**src/rtl/hzu.sv**
```systemverilog
// Decode-stage hazard/scoreboard unit: stalls ID on load-use, long-latency RAW/WAW, or a full outstanding table.
// stall is combinational; pending bits, pendingCount and sbErr update on the rising clock edge.
module hzu #(
  parameter int RF_ADDR_WIDTH   = 5,
  parameter int MAX_OUTSTANDING = 4,
  localparam int CW             = $clog2(MAX_OUTSTANDING + 1)
) (
  input  logic                     clk,
  input  logic                     rst,
  input  logic                     issueValid,
  input  logic [RF_ADDR_WIDTH-1:0] issueRs1,
  input  logic [RF_ADDR_WIDTH-1:0] issueRs2,
  input  logic                     issueUseRs1,
  input  logic                     issueUseRs2,
  input  logic [RF_ADDR_WIDTH-1:0] issueRd,
  input  logic                     issueLongLat,
  input  logic                     flush,
  input  logic                     idexMemRead,
  input  logic [RF_ADDR_WIDTH-1:0] idexRd,
  input  logic                     wbValid,
  input  logic [RF_ADDR_WIDTH-1:0] wbRd,
  output logic                     stall,
  output logic [CW-1:0]            pendingCount,
  output logic                     sbErr
);

  localparam int NREG = 2 ** RF_ADDR_WIDTH;

  logic [NREG-1:0] r_pending;
  logic [CW-1:0]   r_count;
  logic            r_err;

  logic [NREG-1:0] w_wbMask;
  logic [NREG-1:0] w_pendEff;
  logic [NREG-1:0] w_pendNext;
  logic            w_hitRs1, w_hitRs2, w_hitRd;
  logic            w_loadUse, w_raw, w_waw, w_full;
  logic            w_acc, w_wbOk, w_wbErr;

  // A completion this cycle already hides its register from the stall logic.
  always_comb begin
    w_wbMask = '0;
    if (wbValid) w_wbMask[wbRd] = 1'b1;
  end

  assign w_pendEff = r_pending & ~w_wbMask;

  assign w_hitRs1 = (issueRs1 != '0) && w_pendEff[issueRs1];
  assign w_hitRs2 = (issueRs2 != '0) && w_pendEff[issueRs2];
  assign w_hitRd  = (issueRd  != '0) && w_pendEff[issueRd];

  assign w_loadUse = idexMemRead && (idexRd != '0) &&
                     ((issueUseRs1 && (idexRd == issueRs1)) ||
                      (issueUseRs2 && (idexRd == issueRs2)));
  assign w_raw     = (issueUseRs1 && w_hitRs1) || (issueUseRs2 && w_hitRs2);
  assign w_waw     = issueLongLat && w_hitRd;
  assign w_full    = issueLongLat && (r_count == CW'(MAX_OUTSTANDING)) && !wbValid;

  assign stall = issueValid && !flush && (w_loadUse || w_raw || w_waw || w_full);
  assign w_acc = issueValid && !flush && !stall && issueLongLat && (issueRd != '0);

  // Completions for registers that were never pending are protocol errors and are otherwise ignored.
  assign w_wbOk  = wbValid && (wbRd != '0) && r_pending[wbRd];
  assign w_wbErr = wbValid && (((wbRd != '0) && !r_pending[wbRd]) || (r_count == '0));

  always_comb begin
    w_pendNext = r_pending;
    if (w_wbOk) w_pendNext[wbRd] = 1'b0;
    if (w_acc)  w_pendNext[issueRd] = 1'b1;
    w_pendNext[0] = 1'b0;
  end

  always_ff @(posedge clk) begin
    if (rst) begin
      r_pending <= '0;
      r_count   <= '0;
      r_err     <= 1'b0;
    end else begin
      r_pending <= w_pendNext;
      if (w_acc && !w_wbOk)      r_count <= r_count + CW'(1);
      else if (!w_acc && w_wbOk) r_count <= r_count - CW'(1);
      if (w_wbErr) r_err <= 1'b1;
    end
  end

  assign pendingCount = r_count;
  assign sbErr        = r_err;

endmodule

```
**config.mk**
```make
export PLATFORM = sky130hd
export DESIGN_NAME = hzu
export DESIGN_NICKNAME = d
export VERILOG_FILES = /design/src/rtl/hzu.sv
export SDC_FILE = /design/constraint.sdc
export NUM_CORES = 1
export LEC_CHECK = 0
export CAP_MARGIN = 20
export CORE_ASPECT_RATIO = 1.5
export CORE_MARGIN = 2
export CORE_UTILIZATION = 45
export DETAILED_ROUTE_END_ITERATION = 8
export GPL_TIMING_DRIVEN = 1
export PLACE_DENSITY_LB_ADDON = 0.1
export SYNTH_ARGS = -nofsm -noshare
export SYNTH_HDL_FRONTEND = slang
export SYNTH_SLANG_ARGS = --single-unit
export TNS_END_PERCENT = 5
```
**constraint.sdc**
```tcl
create_clock -name clk -period 7.8 [get_ports clk]
set_input_delay 1.56 -clock clk [delete_from_list [all_inputs] [get_ports clk]]
set_output_delay 1.56 -clock clk [all_outputs]
set_load 0.05 [all_outputs]
```
* Word level (Yosys, flattened, before mapping) *
Index checks and enable logic that the tools add are counted.

storage, ports and cells
  output and inout bits = 5
  input port bits = 34
  register bits = 36
  logic and storage cells = 81

cells by class
  $add $sub $neg = 2
  muxes and demuxes = 17
  equal/unequal tests = 3
  magnitude comparators = 6
  bitwise gates (word level) = 5
  reduce and logical (&&, ||, !) cells = 44

operators by type and width
  operator                                                                       number
  32-bit two-way mux                                                             3
  32-bit AND                                                                     2
  32-bit NOT                                                                     2
  32-bit OR                                                                      1
  1-bit logical AND                                                              25
  5-bit nonzero test                                                             5
  5-bit by 6-bit less-than comparator with 1-bit output (second input constant)  4
  1-bit binary-select mux with 5-bit select                                      4
  1-bit demux with 5-bit select                                                  2
  5-bit equality test                                                            2
  5-bit by 1-bit >= comparator with 1-bit output (second input constant)         2
  1-bit zero test                                                                6
  1-bit logical OR                                                               6
  1-bit two-way mux                                                              6
  3-bit two-way mux                                                              2
  3-bit by 1-bit adder with 3-bit output (second input constant)                 1
  3-bit equality test (second input constant)                                    1
  3-bit zero test                                                                1
  3-bit by 1-bit subtractor with 3-bit output (second input constant)            1
  2-bit nonzero test                                                             1

* Depth between registers and ports, before layout *
  depth after elaboration = 24
  mapped depth = 19
  mapped depth without buffers = 14

* Least setup slack after synthesis *
OpenSTA, ideal clock, no wires.

  path type = input to output
  from = input issueRd[0]
  to = output stall
  required time = 6.240 ns
  path slack = 1.809 ns
  arrival = 4.431 ns
  stages on the path = 10
  path buffers = 3
  cell sequence = buf_2 clkbuf_1 buf_1 nor2_1 a32oi_1 nand4_1 a2111o_1 o211ai_1 nor3_1 nor3b_1

on the way
  word-level cells in the longest chain between the ends = 7
  elaborated cells on any way between the ends = 8
  those cells by class = 2 x mux; 6 x reduce/logical

ends and longest elaborated chain
  what                                       RTL line  text
  from (decl)                                15        input logic [RF_ADDR_WIDTH-1:0] issueRd,
  1-bit binary-select mux with 5-bit select  50        assign w_hitRd = (issueRd != '0) && w_pendEff[issueRd];
  1-bit two-way mux (not written as such)    50
  1-bit logical AND *                        50
  1-bit logical AND *                        56        assign w_waw = issueLongLat && w_hitRd;
  1-bit logical OR * (2 in series)           59        assign stall = issueValid && !flush && (w_loadUse || w_raw || w_waw || w_full);
  1-bit logical AND *                        59
  to (decl)                                  22        output logic stall,

Mark *: on every way between the ends. The rest lies on a longest branch, timed or not. The select of a mux whose other input is x is not followed.

* Final worst setup path *
  from = input wbRd[0]
  to = output stall

on the way
  word-level cells in the longest chain between the ends = 16
  elaborated cells on any way between the ends = 25
  those cells by class = 2 x order compare; 9 x mux; 2 x bitwise; 12 x reduce/logical

ends and longest elaborated chain
  what                                                                                                                                           RTL line  text
  from (decl)                                                                                                                                    21        input logic [RF_ADDR_WIDTH-1:0] wbRd,
  5-bit by 6-bit less-than comparator with 1-bit output (not written as such) or 5-bit by 1-bit >= comparator with 1-bit output (tied branches)  43        if (wbValid) w_wbMask[wbRd] = 1'b1;
  1-bit logical AND (not written as such)                                                                                                        43
  1-bit two-way mux (not written as such)                                                                                                        43
  1-bit demux with 5-bit select *                                                                                                                43
  32-bit two-way mux *                                                                                                                           43
  32-bit NOT *                                                                                                                                   46        assign w_pendEff = r_pending & ~w_wbMask;
  32-bit AND *                                                                                                                                   46
  1-bit binary-select mux with 5-bit select (on tied branches)                                                                                   48, 49
  1-bit two-way mux (on tied branches)                                                                                                           48, 49
  1-bit logical AND (on tied branches)                                                                                                           48, 49
  1-bit logical AND                                                                                                                              55        assign w_raw = (issueUseRs1 && w_hitRs1) || (issueUseRs2 && w_hitRs2);
  1-bit logical OR                                                                                                                               55
  1-bit logical OR                                                                                                                               59
  1-bit logical OR * (2 in series)                                                                                                               59
  1-bit logical AND *                                                                                                                            59

Marked as above.

==> PnR_summary.wiki <==
{| class="wikitable"
! Metric !! Value
|-
| Core region area || 7910 um2
|-
| Count of port buffers added during placement || 38
|-
| Post-CTS setup buffers || 0
|-
| Delay of the slowest critical-path stage || 0.83 ns
|-
| Timing startpoint of the critical path || wbRd[0]
|-
| Outcome || finished clean
|-
| Max-slew headroom || 54.7%
|-
| Combined area of all synthesized cells || 3610 um2
|-
| Number of cells produced by synthesis || 436
|-
| Total length of routed wires || 12,700 um
|-
| Smallest setup slack after layout || 0.939 ns
|-
| Register-to-register path setup slack || 3.90 ns
|-
| Yosys reg bits || 35
|-
| Area growth syn-to-layout || 15.2%
|-
| EDFF count, synth || 0
|-
| Count of different cell masters after synthesis || 70
|-
| Total count of max-transition violations in the final report || 0
|-
| CP Max Fanout || 10
|-
| Maximum ir drop on the vdd rail || 83.1 uV
|-
| Most frequent cells in the layout || 41 x sky130_fd_sc_hd__nand2_1, 37 x sky130_fd_sc_hd__clkdlybuf4s50_1, 35 x sky130_fd_sc_hd__dfxtp_1
|-
| Clk Tree Root Cell || sky130_fd_sc_hd__clkbuf_16
|-
| Minimum period implied by the final worst setup slack || 6.86 ns
|-
| Proportion of synthesized chip area in sequential cells || 19.4%
|-
| Number of buffers created by CTS || 5
|-
| Filler instances || 817
|-
| Top cells by area, synth || sky130_fd_sc_hd__dfxtp_1 19%, sky130_fd_sc_hd__o22ai_2 9.4%, sky130_fd_sc_hd__mux4_2 6.9%
|-
| Share of the synthesized area in the top cell type || 19.4%
|-
| Gpl congestion || 1.00
|-
| Sequence of cells on the critical path || clkdlybuf4s50_1, nand2b_1, o21ai_1, mux2_2, a2111oi_0, o31ai_1, o211ai_1, nor3_1, nor3b_1, clkdlybuf4s50_1
|-
| Instance area at placement || 3990 um2
|-
| Main synth FF type || sky130_fd_sc_hd__dfxtp_1
|-
| R2r worst-path depth || 15
|-
| Clock sink count || 35
|-
| All-Layer GR Usage || 29.5%
|-
| Boundary pin count || 39
|-
| Initial core utilization || 45.6%
|-
| Signal arrival time at the worst endpoint || 5.30 ns
|-
| Wire length of the first global-routing pass || 19,900 um
|-
| Category of the worst setup path launch point || input pin
|-
| Hold_ws || 0.492 ns
|-
| Worst path required time || 6.24 ns
|-
| Average wire length per cell after detail routing || 22.8 um
|-
| Number of cells on the critical path || 10
|-
| Worst reg2reg endpoint || pendingCount[2]
|-
| Number of synthesis warnings || 0
|-
| Kind of cell adding the most delay to the critical path || buffers and inverters
|-
| Antenna diode count || 0
|-
| Number of max-cap violations || 0
|-
| Slew at the pin closest to its max-slew limit || 0.663 ns
|-
| Number of hold buffers added after CTS || 0
|-
| Fin Clk Skew || 0.00778 ns
|-
| Cell taking the most area after synthesis || sky130_fd_sc_hd__dfxtp_1
|-
| Half-perimeter wire length after detailed placement || 9560 um
|-
| Worst flop-to-flop path startpoint || r_pending[29]
|-
| Syn_nets || 472
|-
| Share of layout cells above drive strength 1 || 17.7%
|-
| Count of unresolved DRC violations after routing || 0
|-
| Vias/cell || 6.66
|-
| Unrepaired setup endpoints after global routing || false
|-
| Clock tree from TritonCTS || built
|-
| Cell with the largest stage delay on the worst path || sky130_fd_sc_hd__clkdlybuf4s50_1
|-
| Die ar. || 8760 um2
|-
| Ys async rst share || 0%
|-
| Crit share post-route || 88.0%
|-
| Worst Path Class, Setup || input pin to output pin
|-
| Most common library cell in the layout ignoring fill and taps || sky130_fd_sc_hd__nand2_1
|-
| Clock insertion delay at the later pin of the skew report || 0.29 ns
|-
| Worst hold-check path type || flop to flop
|-
| Die X-Extent || 77.1 um
|-
| Count of antenna-violating nets left after detailed routing || 0
|-
| Post-route total power || 0.531 mW
|-
| Initial DRT Pass Iterations || 5
|-
| Final #Nets || 488
|-
| Maximum frequency from static timing analysis || 146 MHz
|-
| CTS-repair resized insts || 0
|-
| Number of antenna violations at the first check in global routing || 0
|-
| Final hold violation count || 0
|-
| Post-route standard cell area excluding fillers || 4150 um2
|-
| Critical path capture point type || output pin
|-
| Total via count after detailed routing || 3,719
|-
| Largest buffer count on any clock path || 2
|-
| # H-tree levels || 2
|-
| Total negative slack || 0 ns
|-
| Vertical extent of the die || 114 um
|-
| # setup viols final || 0
|-
| Dpl ws || 0.932 ns
|-
| Number of buffers and inverters on the critical path || 2
|-
| Leakage power total || 1.35 nW
|-
| Number of placement rows || 40
|-
| PD cells || 128 nW/um2
|-
| Synthesized area divided by synthesized cell count || 8.27 um2
|-
| Clock-pin slew on the worst setup and hold paths || 0.06 ns
|-
| Initial drt markers || 424
|-
| Total gr overflow || 0
|-
| Top cell by count, worst path || sky130_fd_sc_hd__clkdlybuf4s50_1
|-
| End point of the critical path || stall
|-
| Largest net degree at the start of global routing || 48
|-
| Via count of the first global-routing pass || 3,699
|-
| Hold path startpoint || sbErr
|}
[power breakdown]
group	switching [mW]	internal, mW	total [mW]
Combinational	0.0803	0.0498	0.130
Clock	0.0820	0.136	0.218
Sequential	0.00220	0.181	0.183
Total	0.164	0.366	0.531
[metrics by stage]
stage / instances / utilization [%]
after floorplan: 436 / -
after global placement: 550 / 50.5
after detailed placement: 550 / 50.5
after CTS: 558 / 52.5
after global routing: 558 / 52.5
final: 558 / 52.5
[kinds of logic after synthesis]
group	Yosys count	share of synthesized area (%)
buffers and inverters	50	6.45
AO/OA/AOI/OAI	137	30.9
multiplexers	35	13.8
adder cells (fa/ha/maj)	2	0.902
XOR/XNOR	18	4.37
AND/OR/NAND/NOR	159	24.2
flip-flops	35	19.4
[per-layer routing]
layer | routed length [um] | global-route usage (%) | vias up
met2 | 6440 | 52.2 | 187
met4 | 661 | 17.9 | 0
met5 | 0 | 0 | -
li1 | - | - | 1704
met3 | 785 | 4.35 | 48
met1 | 4850 | 33.4 | 1780
[flip-flops by register name (all words and copies together), names as in the netlist]
name,cells
pendingCount,3
r_pending,31
sbErr,1
[how the worst min path moves through the flow]
stage / endpoint / cells past startpoint / slack [ns]
5_1_grt: sbErr / 2 / 0.55
3_3_place_gp: sbErr / 2 / 0.45
3_5_place_dp: sbErr / 2 / 0.49
4_1_cts: sbErr / 2 / 0.51
2_1_floorplan: r_pending[3] / 2 / 0.50
6_report: sbErr / 2 / 0.49
[worst min-delay path, cell delays in order, from the launching register on]
cell and delay, ns:
sky130_fd_sc_hd__dfxtp_1 0.33, sky130_fd_sc_hd__a311oi_1 0.05, sky130_fd_sc_hd__nor2_1 0.08
[area by class of cell]
cell class / instances / area [um2] / area share (%)
Inverter: 12 / 45.0 / 1.08
Timing Repair Buffer: 47 / 443 / 10.7
Multi-Input combinational cell: 351 / 2670 / 64.4
Clock inverter: 1 / 7.51 / 0.181
Tap cell: 105 / 131 / 3.16
Clock buffer: 7 / 153 / 3.67
Sequential cell: 35 / 701 / 16.9
[synth_stat cells (all sizes together), types with 5 or more instances]
| cell | count |
|---|---|
| a21oi | 10 |
| buf | 20 |
| clkbuf | 18 |
| dfxtp | 35 |
| inv | 12 |
| mux2 | 8 |
| mux2i | 16 |
| mux4 | 11 |
| nand2 | 41 |
| nand2b | 11 |
| nand3 | 12 |
| nand4 | 7 |
| nand4b | 5 |
| nor2 | 24 |
| nor2b | 12 |
| nor3 | 13 |
| o211ai | 8 |
| o21ai | 40 |
| o22ai | 30 |
| or2 | 7 |
| xor2 | 14 |
Note: power is estimated with default switching activity, not from simulation.
